===== src/rtl/axis_burst_scheduler.sv =====
`timescale 1ns/1ps
`default_nettype none
// ============================================================================
// Module   : axis_burst_scheduler
// Purpose  : Gates a free-running AXI4-Stream into bursts of cfg_length
//            samples, separated by cfg_gap dropped samples, with an optional
//            external trigger before the first burst.
// Revision : 1.0  initial release
// ============================================================================
module axis_burst_scheduler #(
    parameter int AXIS_TDATA_WIDTH = 32,
    parameter int CNTR_WIDTH       = 32,
    parameter int TRG_ENABLE       = 1
) (
    input  logic                        aclk,
    input  logic                        areset,
    input  logic [CNTR_WIDTH-1:0]       cfg_length,
    input  logic [CNTR_WIDTH-1:0]       cfg_gap,
    input  logic [CNTR_WIDTH-1:0]       cfg_bursts,
    input  logic                        ctrl_start,
    input  logic                        ctrl_stop,
    input  logic                        trg_in,
    input  logic [AXIS_TDATA_WIDTH-1:0] s_axis_tdata,
    input  logic                        s_axis_tvalid,
    output logic                        s_axis_tready,
    output logic [AXIS_TDATA_WIDTH-1:0] m_axis_tdata,
    output logic                        m_axis_tvalid,
    input  logic                        m_axis_tready,
    output logic                        m_axis_tlast,
    output logic                        sts_busy,
    output logic                        sts_done,
    output logic [CNTR_WIDTH-1:0]       sts_bursts
);

    localparam logic [CNTR_WIDTH-1:0] c_one = {{(CNTR_WIDTH-1){1'b0}}, 1'b1};

    typedef enum logic [1:0] {
        S_IDLE  = 2'd0,
        S_ARMED = 2'd1,
        S_BURST = 2'd2,
        S_GAP   = 2'd3
    } state_t;

    state_t                r_state;
    state_t                w_state_nxt;
    logic [CNTR_WIDTH-1:0] r_len;
    logic [CNTR_WIDTH-1:0] r_gap;
    logic [CNTR_WIDTH-1:0] r_bursts;
    logic [CNTR_WIDTH-1:0] r_smp_cnt;
    logic [CNTR_WIDTH-1:0] r_gap_cnt;
    logic [CNTR_WIDTH-1:0] r_sts_bursts;
    logic                  r_trg_prev;
    logic                  r_stop_pend;
    logic                  r_done;

    logic                  w_in_burst;
    logic                  w_start_ok;
    logic                  w_trg_edge;
    logic                  w_beat;
    logic                  w_at_last;
    logic                  w_last_beat;
    logic                  w_end_run;
    logic                  w_gap_last;
    logic [CNTR_WIDTH-1:0] w_bursts_inc;

    // A simultaneous stop cancels a start so the block never launches a run it must abort.
    assign w_start_ok   = ctrl_start && !ctrl_stop && (cfg_length != '0);
    assign w_trg_edge   = trg_in && !r_trg_prev;
    assign w_in_burst   = (r_state == S_BURST);
    assign w_beat       = w_in_burst && s_axis_tvalid && m_axis_tready;
    assign w_at_last    = (r_smp_cnt == (r_len - c_one));
    assign w_last_beat  = w_beat && w_at_last;
    assign w_bursts_inc = r_sts_bursts + c_one;
    assign w_end_run    = ((r_bursts != '0) && (w_bursts_inc == r_bursts)) || r_stop_pend || ctrl_stop;
    assign w_gap_last   = (r_state == S_GAP) && s_axis_tvalid && (r_gap_cnt == (r_gap - c_one));

    assign m_axis_tdata  = s_axis_tdata;
    assign m_axis_tvalid = w_in_burst && s_axis_tvalid;
    assign m_axis_tlast  = w_in_burst && w_at_last;
    assign s_axis_tready = w_in_burst ? m_axis_tready : 1'b1;
    assign sts_busy      = (r_state != S_IDLE);
    assign sts_done      = r_done;
    assign sts_bursts    = r_sts_bursts;

    always_comb begin
        w_state_nxt = r_state;
        case (r_state)
            S_IDLE: begin
                if (w_start_ok) begin
                    if (TRG_ENABLE != 0) w_state_nxt = S_ARMED;
                    else                 w_state_nxt = S_BURST;
                end
            end
            S_ARMED: begin
                if (ctrl_stop)       w_state_nxt = S_IDLE;
                else if (w_trg_edge) w_state_nxt = S_BURST;
            end
            S_BURST: begin
                if (w_last_beat) begin
                    if (w_end_run)          w_state_nxt = S_IDLE;
                    else if (r_gap == '0)   w_state_nxt = S_BURST;
                    else                    w_state_nxt = S_GAP;
                end
            end
            S_GAP: begin
                if (ctrl_stop)       w_state_nxt = S_IDLE;
                else if (w_gap_last) w_state_nxt = S_BURST;
            end
            default: w_state_nxt = S_IDLE;
        endcase
    end

    always_ff @(posedge aclk or posedge areset) begin
        if (areset) begin
            r_state      <= S_IDLE;
            r_len        <= '0;
            r_gap        <= '0;
            r_bursts     <= '0;
            r_smp_cnt    <= '0;
            r_gap_cnt    <= '0;
            r_sts_bursts <= '0;
            r_trg_prev   <= 1'b0;
            r_stop_pend  <= 1'b0;
            r_done       <= 1'b0;
        end else begin
            r_state    <= w_state_nxt;
            r_trg_prev <= trg_in;
            r_done     <= 1'b0;
            case (r_state)
                S_IDLE: begin
                    if (w_start_ok) begin
                        r_len        <= cfg_length;
                        r_gap        <= cfg_gap;
                        r_bursts     <= cfg_bursts;
                        r_sts_bursts <= '0;
                        r_smp_cnt    <= '0;
                        r_gap_cnt    <= '0;
                        r_stop_pend  <= 1'b0;
                    end
                end
                S_ARMED: begin
                    if (ctrl_stop) r_done <= 1'b1;
                end
                S_BURST: begin
                    // Stop never truncates a burst; it is honoured at the next tlast.
                    if (ctrl_stop) r_stop_pend <= 1'b1;
                    if (w_beat) r_smp_cnt <= w_at_last ? '0 : (r_smp_cnt + c_one);
                    if (w_last_beat) begin
                        r_sts_bursts <= w_bursts_inc;
                        if (w_end_run) begin
                            r_done      <= 1'b1;
                            r_stop_pend <= 1'b0;
                        end
                    end
                end
                S_GAP: begin
                    if (ctrl_stop)          r_done    <= 1'b1;
                    else if (s_axis_tvalid) r_gap_cnt <= w_gap_last ? '0 : (r_gap_cnt + c_one);
                end
                default: r_done <= 1'b0;
            endcase
        end
    end

endmodule
`default_nettype wire


===== config.mk =====
export PLATFORM = sky130hd
export DESIGN_NAME = axis_burst_scheduler
export DESIGN_NICKNAME = d
export VERILOG_FILES = /design/src/rtl/axis_burst_scheduler.sv
export SDC_FILE = /design/constraint.sdc
export NUM_CORES = 1
export LEC_CHECK = 0
export CAP_MARGIN = 20
export CELL_PAD_IN_SITES_DETAIL_PLACEMENT = 1
export CELL_PAD_IN_SITES_GLOBAL_PLACEMENT = 2
export CORE_MARGIN = 5
export CORE_UTILIZATION = 29
export DETAILED_ROUTE_END_ITERATION = 7
export PLACE_DENSITY = 0.74
export SYNTH_ARGS = -nofsm -noshare
export SYNTH_HDL_FRONTEND = slang
export SYNTH_SLANG_ARGS = --single-unit

===== constraint.sdc =====
create_clock -name aclk -period 6.5 [get_ports aclk]
set_input_delay 1.3 -clock aclk [delete_from_list [all_inputs] [get_ports aclk]]
set_output_delay 1.3 -clock aclk [all_outputs]
set_load 0.01 [all_outputs]

==> summary.md <==
| Metric | Value |
|---|---|
| First-pass GRT wire length | `69600 um` |
| Critical Path Source Type | `flip-flop` |
| Post-Route M1 WL | `roughly 21000 um` |
| Fin area | `roughly 0.015 mm^2` |
| Layout cells sized above 1 | `0.0435` |
| Critical path startpoint | `r_len[0]` |
| Area after DPL | `around 0.014 mm^2` |
| Req. time, crit path | `between 5 and 6 ns` |
| WS Path Type | `flip-flop to output port` |
| Vias in the first global route | `12200` |
| ANT nets after route | `0` |
| Relative slew slack | `0.302` |
| Maximum clock rate | `~0.18 GHz` |
| Fin crit period | `about 5.4 ns` |
| Int Pwr | `between 2000 and 3000 uW` |
| Final TNS setup | `0 ns` |
| Max Transition Viols Final | `0` |
| Commonest non-fill, non-tap cell in the layout | `nand2_1` |
| Die height | `about 220 um` |
| Number of synthesized flops with an enable pin | `0` |
| Core Box Area | `around 0.044 mm^2` |
| WL final | `~43000 um` |
| Highest metal used | `met5` |
| Fin. Hold Viols | `0` |
| Filler cells | `between 5000 and 6000` |
| Chip Width | `220 um` |
| VDD IR max | `about 0.17 mV` |
| Register area share after synthesis | `0.384` |
| RSZ-0062 raised after global routing | `no` |
| Logic gate share of total power | `0.378` |
| Inst Count DP | `2215` |
| Crit-path cells | `inv_1 -> ha_1 -> nor4b_2 -> nand3_1 -> nor3_1 -> o22ai_1 -> nor4_1 -> and4_1 -> and3_1 -> clkdlybuf4s50_1` |
| Leak pwr | `about 0.0060 uW` |
| CTS Hold Bufs | `0` |
| CTS root buffer | `clkbuf_16` |
| Worst Skew | `approximately 0.011 ns` |
| IO buf count | `139` |
| Hold crit path type | `flip-flop to flip-flop` |
| CTS resizes | `0` |
| R2R Path End | `r_state[0]` |
| Max H-tree Level | `4` |
| Origin of the critical flop-to-flop path | `sts_bursts[8]` |
| Register bit count reported by yosys | `roughly 200` |
| Gr ovfl total | `0` |
| Syn Std Cell Area | `about 0.013 mm^2` |
| Syn_nets | `1739` |
| CP Capture Type | `output port` |
| Crit-path slowest cell | `nor4b_2` |
| Syn. warnings | `0` |
| Die area | `~0.049 mm^2` |
| Final setup fails | `0` |
| Hpwl dp | `31600 um` |
| Commonest cells after routing, fill and taps aside | `376 x nand2_1, 197 x dfrtp_1, 139 x clkdlybuf4s50_1` |
| Area Growth Syn to Fin | `17.2%` |
| Initial Util | `0.291` |
| CTS tree | `yes` |
| Clock sink count | `197` |
| R2R cell count | `9` |
| Via density | `around 5.3` |
| Row count | `77` |
| Status | `complete, no violations` |
| Tot GR Track Use | `0.178` |
| Post-route insts no fill | `between 2000 and 2500` |
| Syn avg cell area | `roughly 8.0 um^2` |
| Final weighted congestion in routability-driven placement | `a little over 0.8` |
| CTS Buffer Depth | `2` |
| Measured slew at the worst slew-check pin | `roughly 1.0 ns` |
| TritonCTS buffer count | `17` |
| Count of nets after finishing | `1782` |
| Ys async rst share | `1.00` |
| Sw Share | `0.415` |
| Reg power frac | `0.407` |
| Clk pwr share | `0.215` |
| First-pass DRT Iterations | `5` |
| Critical Path Sink | `m_axis_tlast` |
| DR vias | `approximately 12000` |
| Starting DRC count in detailed routing | `a little under 700` |
| Post-synth top flop | `dfrtp_1` |
| NetSw | `~2100 uW` |
| WL/cell | `19.2 um` |
| Max_cap viols | `0` |
| DRC violations left | `0` |
| Largest net degree at the start of global routing | `168` |
| Skew-Pair Late Insertion Delay | `~0.45 ns` |
| Mapped Cells | `~1600` |
| # IOs | `slightly above 200` |
| Met3 WL | `roughly 1700 um` |
| Met2 routed WL | `around 20000 um` |
| Pwr/cell area | `about 340 mW/mm^2` |
| R2R Setup Slk | `a little over 2 ns` |
| Period utilization | `0.838` |
| Worst EP arrival | `a little over 4 ns` |
| Worst Path Max Fanout | `9` |
| Initial antenna violation count | `1` |
| Post-CTS setup buffer count | `0` |
| Unique masters post-synth | `75` |
| Clk pin slew, worst setup/hold paths | `approximately 0.070 ns` |
| CP max stage delay | `between 0.5 and 0.6 ns` |
## cells by family (layout without fill, tap and decap cells)
family                   count (synthesis)  after routing  share of synthesized area
buffers and inverters                  158            214                     0.0582
AO/OA/AOI/OAI                          276            276                      0.141
other                                    0              1                          0
adder cells (fa/ha/maj)                  5              5                    0.00488
AND/OR/NAND/NOR                        814            814                      0.309
flip-flops                             197            197                      0.384
multiplexers                            13             13                     0.0104
XOR/XNOR                               136            136                     0.0929
## power by group through the flow
stage	registers [uW]	clock network, uW	logic [uW]
after global routing	2120	1160	2150
after floorplan	1830	0	1540
after CTS	2060	1120	1940
after detailed placement	2080	0	1920
after global placement	2070	0	1870
final	2060	1080	1910
## routing by layer
metal,track usage,vias to the layer above
met5,0,-
met4,0.0331,2
met3,0.0361,24
met2,0.284,195
met1,0.254,5972
li1,-,5712
## stage by stage
| stage | total power, uW | util | hold WS [ns] | worst slack (ns) |
|---|---|---|---|---|
| 4_1_cts | 5110 | 0.341 | 0.505 | 1.05 |
| 2_1_floorplan | 3370 | - | 0.467 | 2.59 |
| 3_5_place_dp | 4000 | 0.329 | 0.488 | 1.12 |
| 3_3_place_gp | 3950 | 0.329 | 0.496 | 1.24 |
| 6_report | 5050 | 0.342 | 0.500 | 1.05 |
| 5_1_grt | 5440 | 0.341 | 0.556 | 0.803 |
## synth_stat cells, types with 4 or more instances
master	instances	area [um^2]
a211oi_1	4	30.0
a21o_1	4	30.0
a21oi_1	37	185
a22o_1	9	78.8
a31o_2	4	35.0
a31oi_1	38	238
and2_1	10	62.6
and3_1	21	131
and4_1	16	140
buf_1	4	15.0
buf_2	14	70.1
buf_4	32	240
clkbuf_1	74	278
dfrtp_1	197	4930
ha_1	5	62.6
inv_1	30	113
mux2i_1	10	100
nand2_1	376	1410
nand2b_1	25	156
nand3_1	70	350
nand4_1	47	294
nor2_1	80	300
nor2b_1	19	119
nor3_1	39	195
nor3b_1	7	52.6
nor4_1	45	282
nor4_2	4	50.1
nor4b_1	4	35.0
o211ai_1	6	45.0
o21ai_0	84	420
o22ai_1	10	62.6
o311ai_0	9	78.8
o31ai_1	24	180
o41ai_1	10	87.6
or2_2	11	68.8
or3_1	18	113
or4_1	12	90.1
xnor2_1	100	876
xor2_1	36	315
## worst max-delay path: cells and delay by family, from the launching register on
family	cells	cell delay, ns
AO/OA/AOI/OAI	1	0.11
adder cells (fa/ha/maj)	1	0.28
buffers and inverters	2	0.63
flip-flops	1	0.41
AND/OR/NAND/NOR	6	2.26
## worst min-delay path by stage
stage / from / slack [ns] / depth (start not counted) / to
after floorplan: r_len[31] / 0.47 / 2 / r_len[31]
after global placement: r_len[31] / 0.50 / 2 / r_len[31]
after detailed placement: r_len[31] / 0.49 / 2 / r_len[31]
after CTS: r_len[31] / 0.51 / 2 / r_len[31]
after global routing: r_len[31] / 0.56 / 2 / r_len[31]
final: r_len[31] / 0.50 / 2 / r_len[31]
## layout make-up
class	count	area [um^2]	area share
clock inverter	8	100	0.00666
clock buffer	24	472	0.0314
antenna	1	2.50	0.000166
inverter	31	123	0.00815
timing repair buffer	151	1490	0.0993
tap	592	741	0.0493
multi-input combinational	1244	7180	0.477
sequential	197	4930	0.328
## registers in the layout, summed over array words and instances (netlist names), 2 cells and up
signal,cells
r_bursts,32
r_gap,32
r_gap_cnt,32
r_len,32
r_smp_cnt,32
r_state,2
sts_bursts,32
Note: power is estimated with default switching activity, not from simulation.
